**config.mk**
```make
export PLATFORM = sky130hd
export DESIGN_NAME = reg_write_arbiter
export DESIGN_NICKNAME = d
export VERILOG_FILES = /design/src/rtl/cpu_pkg.sv /design/src/rtl/md_result_fifo.sv /design/src/rtl/reg_write_arbiter.sv
export SDC_FILE = /design/constraint.sdc
export NUM_CORES = 1
export LEC_CHECK = 0
export ABC_AREA = 1
export CORE_ASPECT_RATIO = 1.2
export CORE_UTILIZATION = 44
export DETAILED_ROUTE_END_ITERATION = 12
export MAX_ROUTING_LAYER = met4
export PLACE_DENSITY = 0.88
export SLEW_MARGIN = 40
export SYNTH_ARGS = -nofsm -noshare
export SYNTH_HDL_FRONTEND = slang
export SYNTH_HIERARCHICAL = 1
export SYNTH_SLANG_ARGS = --single-unit
```
**constraint.sdc**
```tcl
create_clock -name clk -period 3.14 [get_ports clk]
set_clock_uncertainty 0.05 [all_clocks]
set_input_delay 0.785 -clock clk [delete_from_list [all_inputs] [get_ports clk]]
set_output_delay 0.785 -clock clk [all_outputs]
set_load 0.1 [all_outputs]
```
**src/rtl/cpu_pkg.sv**
```systemverilog
// Shared CPU types: register address, register-file write port bundle,
// and the buffered M-unit result entry.
package cpu_pkg;

    localparam int XLEN       = 32;
    localparam int REG_ADDR_W = 5;

    typedef logic [REG_ADDR_W-1:0] reg_addr_t;

    typedef struct packed {
        logic            we;
        reg_addr_t       waddr;
        logic [XLEN-1:0] wd;
    } rf_wr_t;

    typedef struct packed {
        reg_addr_t       waddr;
        logic [XLEN-1:0] wd;
    } md_entry_t;

endpackage

```
**src/rtl/md_result_fifo.sv**
```systemverilog
// Synchronous FIFO holding M-unit results that lost arbitration to the
// pipeline writeback path. Head entry is visible combinationally.
module md_result_fifo #(
    parameter int WIDTH = 37,
    parameter int DEPTH = 2
) (
    input  logic                     clk,
    input  logic                     rst,
    input  logic                     push_i,
    input  logic [WIDTH-1:0]         push_data_i,
    input  logic                     pop_i,
    output logic [WIDTH-1:0]         head_o,
    output logic                     full_o,
    output logic                     empty_o,
    output logic [$clog2(DEPTH):0]   count_o
);

    localparam int PW = $clog2(DEPTH);

    logic [WIDTH-1:0] mem_q [DEPTH];
    logic [PW-1:0]    rd_ptr_q;
    logic [PW-1:0]    wr_ptr_q;
    logic [PW:0]      count_q;
    logic             push_ok;
    logic             pop_ok;

    assign full_o  = (count_q == (PW+1)'(DEPTH));
    assign empty_o = (count_q == '0);
    assign count_o = count_q;
    assign head_o  = mem_q[rd_ptr_q];
    assign push_ok = push_i && !full_o;
    assign pop_ok  = pop_i && !empty_o;

    // Pointers wrap naturally because DEPTH is a power of two.
    always_ff @(posedge clk or negedge rst) begin
        if (!rst) begin
            rd_ptr_q <= '0;
            wr_ptr_q <= '0;
            count_q  <= '0;
        end else begin
            // NOTE: sequential state uses non-blocking assignment so every
            // register samples the pre-edge values of its neighbours.
            if (push_ok) wr_ptr_q <= wr_ptr_q + 1'b1;
            if (pop_ok)  rd_ptr_q <= rd_ptr_q + 1'b1;
            case ({push_ok, pop_ok})
                2'b10:   count_q <= count_q + 1'b1;
                2'b01:   count_q <= count_q - 1'b1;
                default: count_q <= count_q;
            endcase
        end
    end

    // NOTE: storage is not reset; count/pointers make stale slots unreachable.
    always_ff @(posedge clk) begin
        if (push_ok) mem_q[wr_ptr_q] <= push_data_i;
    end

endmodule

```
**src/rtl/reg_write_arbiter.sv**
```systemverilog
// Sole driver of the register-file write port: pipeline writeback first,
// then buffered M results, then a direct M bypass; plus the busy scoreboard.
module reg_write_arbiter #(
    parameter int XLEN  = cpu_pkg::XLEN,
    parameter int NREG  = 32,
    parameter int DEPTH = 2
) (
    input  logic               clk,
    input  logic               rst,
    input  logic               wb_we,
    input  cpu_pkg::reg_addr_t wb_waddr,
    input  logic [XLEN-1:0]    wb_wd,
    input  logic               md_issue,
    input  cpu_pkg::reg_addr_t md_issue_rd,
    input  logic               md_valid,
    input  cpu_pkg::reg_addr_t md_waddr,
    input  logic [XLEN-1:0]    md_wd,
    output logic               md_ready,
    output logic               rf_we,
    output cpu_pkg::reg_addr_t rf_waddr,
    output logic [XLEN-1:0]    rf_wd,
    output logic [NREG-1:0]    busy
);

    import cpu_pkg::*;

    md_entry_t             fifo_head;
    md_entry_t             fifo_in;
    logic                  fifo_full;
    logic                  fifo_empty;
    logic [$clog2(DEPTH):0] fifo_count;
    logic                  fifo_count_unused;
    logic                  fifo_push;
    logic                  fifo_pop;

    rf_wr_t                wr;
    logic                  wb_act;
    logic                  md_acc;
    logic                  clr_en;
    reg_addr_t             clr_addr;
    logic [NREG-1:0]       busy_q;
    logic [NREG-1:0]       busy_d;

    assign wb_act  = wb_we && (wb_waddr != '0);
    // Readiness looks only at registered fullness; a same-cycle pop does not help.
    assign md_ready = rst && !fifo_full;
    assign md_acc   = md_valid && md_ready;
    assign fifo_in  = '{waddr: md_waddr, wd: md_wd};
    assign fifo_count_unused = ^fifo_count;

    always_comb begin
        // NOTE: every output gets a default first so no path infers a latch.
        wr        = '0;
        fifo_pop  = 1'b0;
        fifo_push = 1'b0;
        clr_en    = 1'b0;
        clr_addr  = '0;
        if (rst) begin
            if (wb_act) begin
                wr = '{we: 1'b1, waddr: wb_waddr, wd: wb_wd};
            end else if (!fifo_empty) begin
                wr       = '{we: 1'b1, waddr: fifo_head.waddr, wd: fifo_head.wd};
                fifo_pop = 1'b1;
                clr_en   = 1'b1;
                clr_addr = fifo_head.waddr;
            end else if (md_acc && md_waddr != '0) begin
                wr       = '{we: 1'b1, waddr: md_waddr, wd: md_wd};
                clr_en   = 1'b1;
                clr_addr = md_waddr;
            end
            // Enqueue whenever the accepted result was not the one bypassed.
            fifo_push = md_acc && (md_waddr != '0) && (wb_act || !fifo_empty);
        end
    end

    assign rf_we    = wr.we;
    assign rf_waddr = wr.waddr;
    assign rf_wd    = wr.wd;

    always_comb begin
        busy_d = busy_q;
        if (clr_en) busy_d[clr_addr] = 1'b0;
        // A new issue to the same register is still outstanding, so set wins.
        if (md_issue && md_issue_rd != '0) busy_d[md_issue_rd] = 1'b1;
        busy_d[0] = 1'b0;
    end

    always_ff @(posedge clk or negedge rst) begin
        if (!rst) busy_q <= '0;
        else      busy_q <= busy_d;
    end

    assign busy = busy_q;

    md_result_fifo #(
        .WIDTH ($bits(md_entry_t)),
        .DEPTH (DEPTH)
    ) u_fifo (
        .clk         (clk),
        .rst         (rst),
        .push_i      (fifo_push),
        .push_data_i (fifo_in),
        .pop_i       (fifo_pop),
        .head_o      (fifo_head),
        .full_o      (fifo_full),
        .empty_o     (fifo_empty),
        .count_o     (fifo_count)
    );

endmodule
```
==> metrics.txt, run 1 <==
CTS tree=built; Die Y=125 um; synth unique cells=32; layout cell share with drive strength beyond 1=33.8%; initial antenna violation count=3; R2R cell count=12; fin. max-slew vios=0; final period utilization=99.2%; remaining antenna violation count=0; Layout area overhead=60.7%; worst hold-check path type=in2async; switching power=4.01 mW; worst path cell trace=dlygate4sd2_1 > nor2_2 > nand3_2 > nand2_2 > nor2_4 > buf_6 > bufbuf_16 > nand2_1 > nand3_2 > buf_12; met2 Use GR=50.4%; CTS Buffer Depth=2; largest net degree at the start of global routing=52; Nets=921; pwr dens=869 nW/um^2; Least-Margin Pin Slew=0.837 ns; Startpoint Class=input pin; number of I/O pins=155; synth warn=6; Finished Layout Cells=1,005; Final Wtd Congestion=0.887; Max Clock Freq=321 MHz; mapped cell area=5550 um^2; RR Endpoint=busy[2]; H-tree levels=3; XOR/XNOR Fraction of Synth Area=0.158%; vias in the first global route=5,407; RR Startpoint=u_fifo/count_o[0]; Comb pwr share=59.5%; CP endpoint kind=primary output; status=completed; GRT Max-Usage Layer=met2; final hold violations=0; post-synthesis sequential area ratio=55.8%; post-synthesis adder-cell area fraction=0.225%; Max Cap Viol=0; commonest cells after routing, fill and taps aside=nand2_1, edfxtp_1, buf_4; Core ar.=12,200 um^2; root buf cell=clkbuf_16; Critical Path Fanout Max=8; Synth Area in Simple Gates=34.3%; setup TNS=0 ns; dpl cells=966; CP dominant cell by count=nand3_2; most common cell after layout, fill and taps aside=nand2_1; Pleak=3.77 nW; IO buf count=153; FILL cells=777; final setup fails=0; Total Die Area=13,100 um^2; cell row count=44; CTS buffer count=9; via density per instance=5.35; biggest cell delay along the critical path=0.27 ns; clock network power share=14.6%; CP max-delay cell=bufbuf_16; Synth Register Bits=109; GR Util met3=5.27%; CP Class=in2out; post-synthesis cell count=633; Initial Util=45.4%; DP HPWL=11,300 um; routed len/inst=17.9 um; vias=5,381; Sink Count=109; Max VDD drop=0.00109 V; syn_nets=718; multiplexer share of the synthesized area=0%; Total Routed Length=18,000 um; GR Util All Layers=28.6%; initial DRC count=343; R2R Setup Slk=0.82 ns; Critical Path AT=2.28 ns; Compound-Gate Fraction of Synth Area=3.79%; Slew headroom=43.7%; Cell Int Power=3.75 mW; sw frac=51.7%; final core occ=73.0%; first-pass GRT wire length=27,900 um; Clock Latency Late Sink=0.35 ns; largest family of logic cells by synthesized area=simple AND/OR/NAND/NOR gates; Worst-path clk slew=0.08 ns; mean post-synth cell area=8.77 um^2; CP required=2.30 ns; 1st-pass router iterations=5; Hold WS=0.421 ns; register share of total power=25.9%; GRT overflow=0; drt drc=0; Die W=105 um; post-layout min period=3.12 ns; grt met1 use=30.3%
worst max-delay path, delay by kind of cell:
| kind | cells | cell delay, ns |
|---|---|---|
| buffers and inverters | 4 | 0.84 |
| AND/OR/NAND/NOR | 6 | 0.65 |
synthesized netlist by cell type, drive strengths merged:
master,count,share of area [%]
a21oi,3,0.27
a31oi,24,2.7
buf,18,3.0
clkbuf,4,0.27
clkinv,2,0.14
conb,1,0.068
dfrtp,35,16
edfxtp,74,40
ha,1,0.23
inv,34,2.3
nand2,357,25
nand3,29,4.5
nand4,9,1.5
nor2,19,2.5
nor3,10,0.90
o21ai,9,0.81
or2,3,0.34
xnor2,1,0.16
metrics by stage:
| stage | setup WS [ns] | power, mW | instance area (um^2) |
|---|---|---|---|
| 2_1_floorplan | -0.244 | 5.08 | 5930 |
| 3_3_place_gp | -0.116 | 6.19 | 8190 |
| 3_5_place_dp | -0.207 | 6.29 | 8190 |
| 4_1_cts | 0.00838 | 7.69 | 8910 |
| 5_1_grt | -0.00960 | 8.04 | 8920 |
| 6_report | 0.0238 | 7.75 | 8920 |
flip-flops by register name, indices dropped and copies added, names as in the netlist:
| register | count |
|---|---|
| u_fifo/mem_q | 74 |
| u_fifo/count_o | 2 |
| u_fifo/wr_ptr_q | 1 |
| busy | 31 |
| u_fifo/rd_ptr_q | 1 |
logic make-up (layout without fill, tap and decap cells):
kind of cell | Yosys count | in the layout
simple gates | 427 | 427
buf+inv | 58 | 266
compound gates | 36 | 36
xor+xnor | 1 | 1
fa+ha+maj | 1 | 1
flops | 109 | 109
other cells | 1 | 4
what timing repair did:
item                       4_1_cts  5_1_grt
buffers inserted                11        6
gates cloned                     6        0
setup endpoints to repair       36       32
pin swaps                       35       15
hold buffers                     0        0
resized for setup               95        8
area by class of cell:
class                   count  area (um^2)  area share [%]
inverters                  36          145            1.63
clock buffers               9          225            2.52
multi-input cells         466         2680            30.1
clock inverters             7         78.8           0.883
well taps                 161          201            2.26
flip-flops and latches    109         3100            34.7
repair buffers            214         2480            27.8
diodes                      3         7.51          0.0841
routing by layer:
metal | share of wire (%) | routed length (um)
met1 | 36 | 6520
met2 | 53 | 9470
met3 | 6.6 | 1190
met4 | 4.5 | 802
met5 | 0 | 0
power groups by stage:
stage	registers [mW]	logic, mW	clock network [mW]
floorplan	3.10	1.98	0
global placement	2.00	4.19	0
detailed placement	2.02	4.27	0
CTS	1.99	4.55	1.15
global route	2.03	4.80	1.21
finish	2.01	4.61	1.13
worst max path at each step:
stage                 startpoint     endpoint  slack (ns)  depth (start not counted)
2_1_floorplan                rst  rf_waddr[4]       -0.24                          4
3_3_place_gp         wb_waddr[2]    rf_wd[30]       -0.12                         11
3_5_place_dp         wb_waddr[2]    rf_wd[30]       -0.21                         12
4_1_cts        u_fifo/count_o[0]     rf_wd[1]       0.008                         10
5_1_grt        u_fifo/count_o[1]    rf_wd[17]       -0.01                         12
6_report             md_waddr[0]    rf_wd[28]        0.02                         10
No activity file was read; power rests on OpenSTA's default activity.
==> inputs of run 2 (changes only) <==
--- a/config.mk
+++ b/config.mk
@@ -6,11 +6,11 @@
 export NUM_CORES = 1
 export LEC_CHECK = 0
 export ABC_AREA = 1
+export CAP_MARGIN = 30
 export CORE_ASPECT_RATIO = 1.2
-export CORE_UTILIZATION = 44
+export CORE_UTILIZATION = 29
 export DETAILED_ROUTE_END_ITERATION = 12
 export MAX_ROUTING_LAYER = met4
-export PLACE_DENSITY = 0.88
 export SLEW_MARGIN = 40
 export SYNTH_ARGS = -nofsm -noshare
 export SYNTH_HDL_FRONTEND = slang
==> metrics.txt, run 2 (synthesized netlist as in run 1, its figures left out) <==
worst hold-check path type=in2async (unchanged); pwr dens=850 nW/um^2 (was 869 nW/um^2); most common cell after layout, fill and taps aside=nand2_1 (unchanged); Post-DP Area=8380 um^2 (was 8190 um^2); Initial Util=29.6% (was 45.4%); CP endpoint kind=primary output (unchanged); vias=4,925 (was 5,381); H-tree levels=3 (unchanged); drt drc=0 (unchanged); layout cell share with drive strength beyond 1=31.3% (was 33.8%); Core ar.=18,800 um^2 (was 12,200 um^2); CP dominant cell by count=buf_12 (was nand3_2); Worst-path clk slew=0.08 ns (about the same); Max VDD drop=0.000777 V (was 0.00109 V); status=completed (unchanged); Max Cap Viol=0 (unchanged); CTS Buffer Depth=2 (unchanged); final hold violations=0 (unchanged); Max Clock Freq=327 MHz (was 321 MHz); number of stages on the worst setup path=13 (was 10); Nets=916 (was 921); Total Die Area=19,700 um^2 (was 13,100 um^2); largest net degree at the start of global routing=52 (unchanged); CP max-delay cell=buf_12 (was bufbuf_16); number of I/O pins=155 (unchanged); root buf cell=clkbuf_16 (unchanged); PnR worst setup slack=0.0824 ns (was 0.0238 ns); CTS buffer count=9 (unchanged); DP HPWL=11,800 um (was 11,300 um); sum of buffers and inverters on the critical path=6 (was 4); remaining antenna violation count=0 (unchanged); Hold Buf Count CTS=0 (unchanged); Pleak=3.78 nW (was 3.77 nW); 1st-pass router iterations=4 (was 5); fin. max-slew vios=0 (unchanged); final period utilization=97.4% (was 99.2%); Final Wtd Congestion=0.808 (was 0.887); CP required=2.30 ns (about the same); Sink Count=109 (unchanged); R2R cell count=12 (unchanged); number of flip-flops in the largest register=74 (unchanged); vias in the first global route=4,773 (was 5,407); first-pass GRT wire length=25,900 um (was 27,900 um); routed len/inst=15.3 um (was 17.9 um); Startpoint Class=input pin (unchanged); final setup fails=0 (unchanged); final core occ=47.9% (was 73.0%); most flop-heavy register=u_fifo/mem_q (unchanged); cell row count=55 (was 44); biggest cell delay along the critical path=0.19 ns (was 0.27 ns); Die W=128 um (was 105 um); Least-Margin Pin Slew=0.661 ns (was 0.837 ns); worst path cell trace=buf_2 > nor2_2 > nand3_2 > nand2_4 > buf_6 > nand2_4 > nor2_4 > buf_12 > buf_16 > buf_12 > nand2_1 > nand3_1 > buf_12 (was dlygate4sd2_1 > nor2_2 > nand3_2 > nand2_2 > nor2_4 > buf_6 > bufbuf_16 > nand2_1 > nand3_2 > buf_12); initial DRC count=220 (was 343); GR Util All Layers=18.0% (was 28.6%); Clock Latency Late Sink=0.36 ns (was 0.35 ns); Die Y=154 um (was 125 um); Total Routed Length=16,700 um (was 18,000 um); GRT overflow=0 (unchanged); Critical Path AT=2.22 ns (was 2.28 ns); Slew headroom=55.8% (was 43.7%); CP top delay family=buffers and inverters (unchanged); Layout area overhead=62.1% (was 60.7%); via density per instance=4.50 (was 5.35); CP Class=in2out (unchanged); CTS tree=built (unchanged); Hold WS=0.412 ns (was 0.421 ns); pre-CTS setup slack=-0.213 ns (was -0.207 ns); commonest cells after routing, fill and taps aside=nand2_1, edfxtp_1, clkdlybuf4s50_1 (was nand2_1, edfxtp_1, buf_4); Design Area, Final=9000 um^2 (was 8920 um^2); post-layout min period=3.06 ns (was 3.12 ns); IO buf count=153 (unchanged); initial antenna violation count=2 (was 3); Critical Path Fanout Max=15 (was 8)
## run 2: cell types whose count changed in the layout (fill, tap and decap cells not counted), moves of 4 or more
| cell | change |
|---|---|
| buf_6 | -4 |
| buf_12 | +6 |
| buf_4 | -6 |
| nand2_1 | +13 |
| nand2_4 | +5 |
| nand2_2 | -18 |
## run 2: worst register-to-register path: stages (launching register included)
cell and delay, ns:
dfrtp_2 0.41, inv_1 0.07, nand2_1 0.14, clkinvlp_4 0.23, buf_4 0.19, buf_4 0.14, a21oi_1 0.19, o21ai_1 0.18
ha_1 0.36, inv_1 0.08, nand3_1 0.07, nand2_1 0.06, nand2_1 0.06
## run 2: worst paths after layout
path,start,slack [ns],end
setup / recovery,wb_waddr[0],0.08,rf_wd[29]
hold / removal,rst,0.41,busy[30]
setup reg to reg,u_fifo/count_o[0],0.80,u_fifo/count_o[1]
hold reg to reg,busy[9],0.43,busy[9]
max in group asynchronous,rst,2.38,u_fifo/count_o[0]
min in group clk,busy[9],0.43,busy[9]
## run 2: per-stage QoR
stage | power (mW) | std cells | TNS [ns]
final | 7.66 | 1094 | 0
after global routing | 8.03 | 1094 | -0.00617
after CTS | 7.65 | 1089 | -0.0221
after detailed placement | 6.39 | 1063 | -6.14
after global placement | 6.35 | 1063 | -6.38
after floorplan | 5.08 | 633 | -0.616
## run 2: power by group
group          leakage, nW  switching, mW  internal, mW
Clock                0.151          0.590         0.578
Combinational         2.54           3.19          1.32
Sequential            1.09          0.138          1.84
## run 2: area by class of cell
class                      instances  area [um^2]
inverter                          36          141
clock inverter                     7         78.8
timing repair buffer             209         2460
tap                              256          320
fill                            1732         9790
multi-input combinational        466         2670
clock buffer                       9          225
sequential                       109         3100
antenna                            2         5.00
## run 2: timing repair
| item | 4_1_cts | 5_1_grt |
|---|---|---|
| gates cloned | 2 | 1 |
| buffers inserted | 8 | 4 |
| resized for setup | 39 | 43 |
| hold endpoints to repair | 0 | 0 |
| pin swaps | 4 | 20 |
| endpoints found under the setup margin | 37 | 35 |
## run 2: routing by layer
layer,up-vias,GRT usage [%],part of all wire (%)
met5,-,-,0
met3,18,5.29,6.9
li1,2457,-,-
met1,2305,21.3,42
met4,0,5.71,1.7
met2,145,29.2,50
